## src/rtl/axi4_arbiter.sv

```systemverilog
// ---------------------------------------------------------------------------
// axi4_arbiter
// Two-requester round-robin arbiter in front of a single AXI4 master port.
// Exactly one burst (read or write) is outstanding at any time.
//
// Ports
//   ACLK, ARESETn                 clock, asynchronous active-low reset
//   req_valid/req_ready [1:0]     per-requester command handshake
//   req_write [1:0]               1 = write burst, 0 = read burst
//   req_addr/req_len/req_size     packed per-requester address, LEN, SIZE
//   wd_valid/wd_ready [1:0]       per-requester write-data handshake
//   wd_data                       packed per-requester write data
//   rd_valid [1:0], rd_data, rd_last   read beat routed to the granted requester
//   done [1:0], resp [1:0]        one-cycle completion pulse and its response
//   AW/W/B/AR/R                   AXI4 master channels
// ---------------------------------------------------------------------------
module axi4_arbiter #(
  parameter int DATA_WIDTH = 32,
  parameter int ADDR_WIDTH = 16
) (
  input  logic                    ACLK,
  input  logic                    ARESETn,
  // requester command side
  input  logic [1:0]              req_valid,
  output logic [1:0]              req_ready,
  input  logic [1:0]              req_write,
  input  logic [2*ADDR_WIDTH-1:0] req_addr,
  input  logic [15:0]             req_len,
  input  logic [5:0]              req_size,
  // requester write data
  input  logic [1:0]              wd_valid,
  output logic [1:0]              wd_ready,
  input  logic [2*DATA_WIDTH-1:0] wd_data,
  // requester read data / completion
  output logic [1:0]              rd_valid,
  output logic [DATA_WIDTH-1:0]   rd_data,
  output logic                    rd_last,
  output logic [1:0]              done,
  output logic [1:0]              resp,
  // AXI4 AW
  output logic [ADDR_WIDTH-1:0]   AWADDR,
  output logic [7:0]              AWLEN,
  output logic [2:0]              AWSIZE,
  output logic                    AWVALID,
  input  logic                    AWREADY,
  // AXI4 W
  output logic [DATA_WIDTH-1:0]   WDATA,
  output logic                    WVALID,
  output logic                    WLAST,
  input  logic                    WREADY,
  // AXI4 B
  input  logic [1:0]              BRESP,
  input  logic                    BVALID,
  output logic                    BREADY,
  // AXI4 AR
  output logic [ADDR_WIDTH-1:0]   ARADDR,
  output logic [7:0]              ARLEN,
  output logic [2:0]              ARSIZE,
  output logic                    ARVALID,
  input  logic                    ARREADY,
  // AXI4 R
  input  logic [DATA_WIDTH-1:0]   RDATA,
  input  logic [1:0]              RRESP,
  input  logic                    RVALID,
  input  logic                    RLAST,
  output logic                    RREADY
);

  localparam logic [2:0] S_IDLE = 3'd0;
  localparam logic [2:0] S_AW   = 3'd1;
  localparam logic [2:0] S_W    = 3'd2;
  localparam logic [2:0] S_B    = 3'd3;
  localparam logic [2:0] S_AR   = 3'd4;
  localparam logic [2:0] S_R    = 3'd5;

  // unpacked views of the packed per-requester buses
  logic [ADDR_WIDTH-1:0] addr_arr [2];
  logic [7:0]            len_arr  [2];
  logic [2:0]            size_arr [2];
  logic [DATA_WIDTH-1:0] wdata_arr[2];

  logic [2:0]            state_reg;
  logic                  grant_reg;   // requester owning the current burst
  logic                  prio_reg;    // requester that wins the next tie
  logic [ADDR_WIDTH-1:0] addr_reg;
  logic [7:0]            len_reg;
  logic [2:0]            size_reg;
  logic [7:0]            cnt_reg;     // remaining W beats after the current one
  logic [1:0]            racc_reg;    // sticky OR of RRESP over the read burst

  logic any_req;
  logic pick;
  logic in_idle, in_w, in_b, in_r;
  logic b_done, r_done;

  genvar gi;
  generate
    for (gi = 0; gi < 2; gi++) begin : g_unpack
      assign addr_arr[gi]  = req_addr[gi*ADDR_WIDTH +: ADDR_WIDTH];
      assign len_arr[gi]   = req_len[gi*8 +: 8];
      assign size_arr[gi]  = req_size[gi*3 +: 3];
      assign wdata_arr[gi] = wd_data[gi*DATA_WIDTH +: DATA_WIDTH];
    end
  endgenerate

  assign in_idle = (state_reg == S_IDLE);
  assign in_w    = (state_reg == S_W);
  assign in_b    = (state_reg == S_B);
  assign in_r    = (state_reg == S_R);

  // Round robin: on a tie the priority pointer decides, otherwise the lone
  // requester wins.
  assign any_req = |req_valid;
  assign pick    = (&req_valid) ? prio_reg : req_valid[1];

  assign b_done = in_b & BVALID;
  assign r_done = in_r & RVALID & RLAST;

  generate
    for (gi = 0; gi < 2; gi++) begin : g_route
      assign req_ready[gi] = in_idle & any_req & (pick == 1'(gi));
      assign wd_ready[gi]  = in_w & WREADY & (grant_reg == 1'(gi));
      assign rd_valid[gi]  = in_r & RVALID & (grant_reg == 1'(gi));
      assign done[gi]      = (b_done | r_done) & (grant_reg == 1'(gi));
    end
  endgenerate

  // AXI master outputs
  assign AWADDR  = addr_reg;
  assign AWLEN   = len_reg;
  assign AWSIZE  = size_reg;
  assign AWVALID = (state_reg == S_AW);
  assign ARADDR  = addr_reg;
  assign ARLEN   = len_reg;
  assign ARSIZE  = size_reg;
  assign ARVALID = (state_reg == S_AR);

  assign WDATA  = wdata_arr[grant_reg];
  assign WVALID = in_w & wd_valid[grant_reg];
  assign WLAST  = in_w & (cnt_reg == 8'd0);
  assign BREADY = in_b;
  assign RREADY = in_r;

  assign rd_data = RDATA;
  assign rd_last = in_r & RVALID & RLAST;

  // The final RRESP is folded in combinationally so the done pulse carries
  // the response of every beat including the last one.
  always_comb begin
    resp = 2'b00;
    if (b_done)      resp = BRESP;
    else if (r_done) resp = racc_reg | RRESP;
  end

  always_ff @(posedge ACLK or negedge ARESETn) begin
    if (!ARESETn) begin
      state_reg <= S_IDLE;
      grant_reg <= 1'b0;
      prio_reg  <= 1'b0;
      addr_reg  <= '0;
      len_reg   <= '0;
      size_reg  <= '0;
      cnt_reg   <= '0;
      racc_reg  <= '0;
    end else begin
      case (state_reg)
        S_IDLE: begin
          if (any_req) begin
            grant_reg <= pick;
            addr_reg  <= addr_arr[pick];
            len_reg   <= len_arr[pick];
            size_reg  <= size_arr[pick];
            cnt_reg   <= len_arr[pick];
            racc_reg  <= 2'b00;
            state_reg <= req_write[pick] ? S_AW : S_AR;
          end
        end
        S_AW: begin
          if (AWREADY) state_reg <= S_W;
        end
        S_W: begin
          // a stalled requester (wd_valid low) simply leaves WVALID low
          if (WVALID && WREADY) begin
            if (cnt_reg == 8'd0) state_reg <= S_B;
            else                 cnt_reg   <= cnt_reg - 8'd1;
          end
        end
        S_B: begin
          if (BVALID) begin
            state_reg <= S_IDLE;
            prio_reg  <= ~grant_reg;
          end
        end
        S_AR: begin
          if (ARREADY) state_reg <= S_R;
        end
        S_R: begin
          if (RVALID) begin
            racc_reg <= racc_reg | RRESP;
            if (RLAST) begin
              state_reg <= S_IDLE;
              prio_reg  <= ~grant_reg;
            end
          end
        end
        default: state_reg <= S_IDLE;
      endcase
    end
  end

endmodule

```

## config.mk

```make
export PLATFORM = sky130hd
export DESIGN_NAME = axi4_arbiter
export DESIGN_NICKNAME = d
export VERILOG_FILES = /design/src/rtl/axi4_arbiter.sv
export SDC_FILE = /design/constraint.sdc
export NUM_CORES = 1
export LEC_CHECK = 0
export BUFFER_PORTS_ARGS = -buffer_cell sky130_fd_sc_hd__buf_4
export CAP_MARGIN = 5
export CORE_AREA = 2 2 118 120
export DETAILED_ROUTE_END_ITERATION = 8
export DIE_AREA = 0 0 120 122
export PLACE_DENSITY = 0.69
export SETUP_SLACK_MARGIN = 0.02
export SLEW_MARGIN = 40
export SYNTH_ARGS = -nofsm -noshare
export SYNTH_HDL_FRONTEND = slang
export SYNTH_SLANG_ARGS = --single-unit
```

## constraint.sdc

```tcl
create_clock -name ACLK -period 1.6 [get_ports ACLK]
set_input_delay 0.32 -clock ACLK [delete_from_list [all_inputs] [get_ports ACLK]]
set_output_delay 0.32 -clock ACLK [all_outputs]
set_load 0.02 [all_outputs]
```

==> reports/metrics.cfg <==
[routing]
routed_wirelength_microns=13800
viasPerCell=4.54
wl_per_cell_microns=17.7
dr.pass1.iters=4
drcViolationCount=0
vias=3541
ant_nets=0
drt_iter0_markers=107

[global_route]
grtUsageMet2_pct=29.4
gr-max-usage-layer=met2
antenna_found_initial=0
grt_start_max_net_pins=43
grt_pass1_wl_microns=18600
grt_pass1_vias=3349
met1_usage_pct=20.5
overflow=0
grtUsageMet3_pct=2.81
track_usage_pct=16.3

[timing]
setup_slack_ns=-0.271
rsz0062_at_grt=true
final.period_utilization_pct=117
min_period_ns=1.87
worst_pin_slew_ns=0.570
skew_ns=0.00618
relSlewSlack_pct=62.0
fmax_mhz=534
finalSetupViolCount=68
holdWs_ns=0.0369
drv_slew=0
hold_viol=0

[clocking]
clock_sinks=42
clockBufferDepth=2
ctsHoldBuffers=0
cts_buffers=5
h-tree-depth=2
root_buffer=clkbuf_16
clk_pin_slew_ns=0.07
clkLatencyLatePin_ns=0.28
tritoncts=built

[synthesis]
syn_area_per_cell_sq_um=8.64
synth_top_cell_by_area=dfrtp_1
ys_seq_area_share_pct=34.0
async_reset_ff_share_pct=100
ys_ff_latch=42
synth_edf_count=0
ys_top_cells_by_area=dfrtp_1 34%, buf_4 15%, mux2_2 13%
synth_common_cells=60 x buf_4, 58 x nand2_1, 42 x dfrtp_1
synth.most_common_cell=buf_4
ys_warn_count=0
synthCells=358
syn_nets=528
syn_area_sq_mm=0.00309
synth_top_area_share_pct=34.0
ys_types=38
synth_ff_type=dfrtp_1

[pwr]
p_sw_share_pct=43.4
power.leakage_nw=3.10
p_clk_share_pct=9.1
power_density_mw_per_mm2=1860
switching_power_mw=4.90
pwr-share-comb_pct=72.4
irDropWorstVdd_mv=0.981
totalPowerFinal_mw=11.3
power_frac_seq_pct=18.5
power.internal_mw=6.39

[min_path]
hold_path_class=in -> async

[job]
drv_cap=0

[status]
status=finished with violations
violations=negative setup slack

[setup_path]
crit_type=reg -> out
path_max_fanout=6
end_kind=output port
critPathRequiredTime_ns=1.28
crit_chain=buf_4 -> buf_6 -> nor2_4 -> and2_4 -> and3_4 -> buf_6
start_kind=flip-flop
worst-path-buf-inv=3
critPathArrivalTime_ns=1.55
crit_path_frequent_cell=buf_6
critPathMaxStageDelay_ns=0.46
path_delay_family=flip-flops
cpMaxStageDelayCell=dfrtp_2

[cells_and_area]
largest_register_ffs=16
ff_latch_area_sq_mm=0.00105
final_util_pct=45.0
nNetsFinal=768
layout-drive-gt1-share_pct=67.3
multi_input_area_sq_mm=0.00189
syn_to_final_growth_pct=96.5
fillers=1305

[die]
dieArea_sq_mm=0.0146
die_h_microns=122
initial_core_util_pct=22.9
ios=303
rows=43
die_x_microns=120
coreArea_sq_mm=0.0135

[placed_design]
pre_cts_slack_ns=-0.146
portBuffers=238
dp_hpwl_microns=9810
globalplace.congestion=0.799

## metrics by stage
stage | instance area (sq um) | TNS [ns] | instances
after floorplan | 3110 | -0.0202 | 358
after global placement | 5040 | -0.726 | 744
after detailed placement | 5040 | -1.18 | 744
after CTS | 5660 | -7.49 | 765
after global routing | 6070 | -13.10 | 779
final | 6080 | -9.19 | 780
## power groups by stage
stage,logic (mW),clock network (mW),registers (mW)
final,8.17,1.03,2.09
after global routing,8.65,1.11,2.16
after CTS,7.23,1.07,2.08
after detailed placement,6.37,0,2.07
after global placement,6.30,0,2.05
after floorplan,3.52,0,2.37
## layout by cell type (no fill, tap or decap), types with 8 or more instances in the layout
| master | n |
|---|---|
| mux2_4 | 32 |
| nor2_1 | 16 |
| a21oi_1 | 11 |
| mux2i_1 | 8 |
| buf_4 | 240 |
| nand2_1 | 55 |
| dfrtp_1 | 39 |
| clkbuf_16 | 8 |
| buf_6 | 58 |
| a22oi_1 | 19 |
## final cells by class
cell class	instances	share of cell area (%)
tap	180	3.71
sequential	42	17.4
inverter	9	0.556
timing repair buffer	311	44.9
antenna	1	0.0412
multi-input combinational	229	31.1
clock inverter	2	0.226
clock buffer	6	2.12
## cells by family after synthesis
| family | Yosys count | synth area share, % |
|---|---|---|
| AOI/OAI and AO/OA | 71 | 15.4 |
| DFF | 42 | 34.0 |
| buffers and inverters | 87 | 18.1 |
| muxes | 43 | 15.3 |
| adders and majority gates | 2 | 0.809 |
| and+or+nand+nor | 113 | 16.3 |
## layer usage
layer	up-vias	routed length [microns]
li1	1659	-
met1	1734	5670
met2	134	7280
met3	14	762
met4	0	112
met5	-	0
## timing repair
| action | 4_1_cts | 5_1_grt |
|---|---|---|
| pin swaps | 15 | 9 |
| endpoints found under the setup margin | 69 | 76 |
| gates resized for setup | 96 | 58 |
| gates cloned | 1 | 4 |
| buffers inserted | 12 | 11 |
## path summary, 6_finish.rpt
path | slack, ns | endpoint | cells after the start | start
worst max-delay path | -0.27 | wd_ready[1] | 6 | state_reg[2]
worst min register to register | 0.50 | ARADDR[13] | 2 | ARADDR[13]
min in group ACLK | 0.26 | ARADDR[8] | 3 | req_addr[24]
worst min-delay path | 0.04 | ARLEN[7] | 1 | ARESETn
max in group asynchronous | 1.15 | state_reg[2] | 1 | ARESETn
worst max register to register | -0.23 | cnt_reg[5] | 7 | state_reg[2]
No activity file was read; power rests on OpenSTA's default activity.
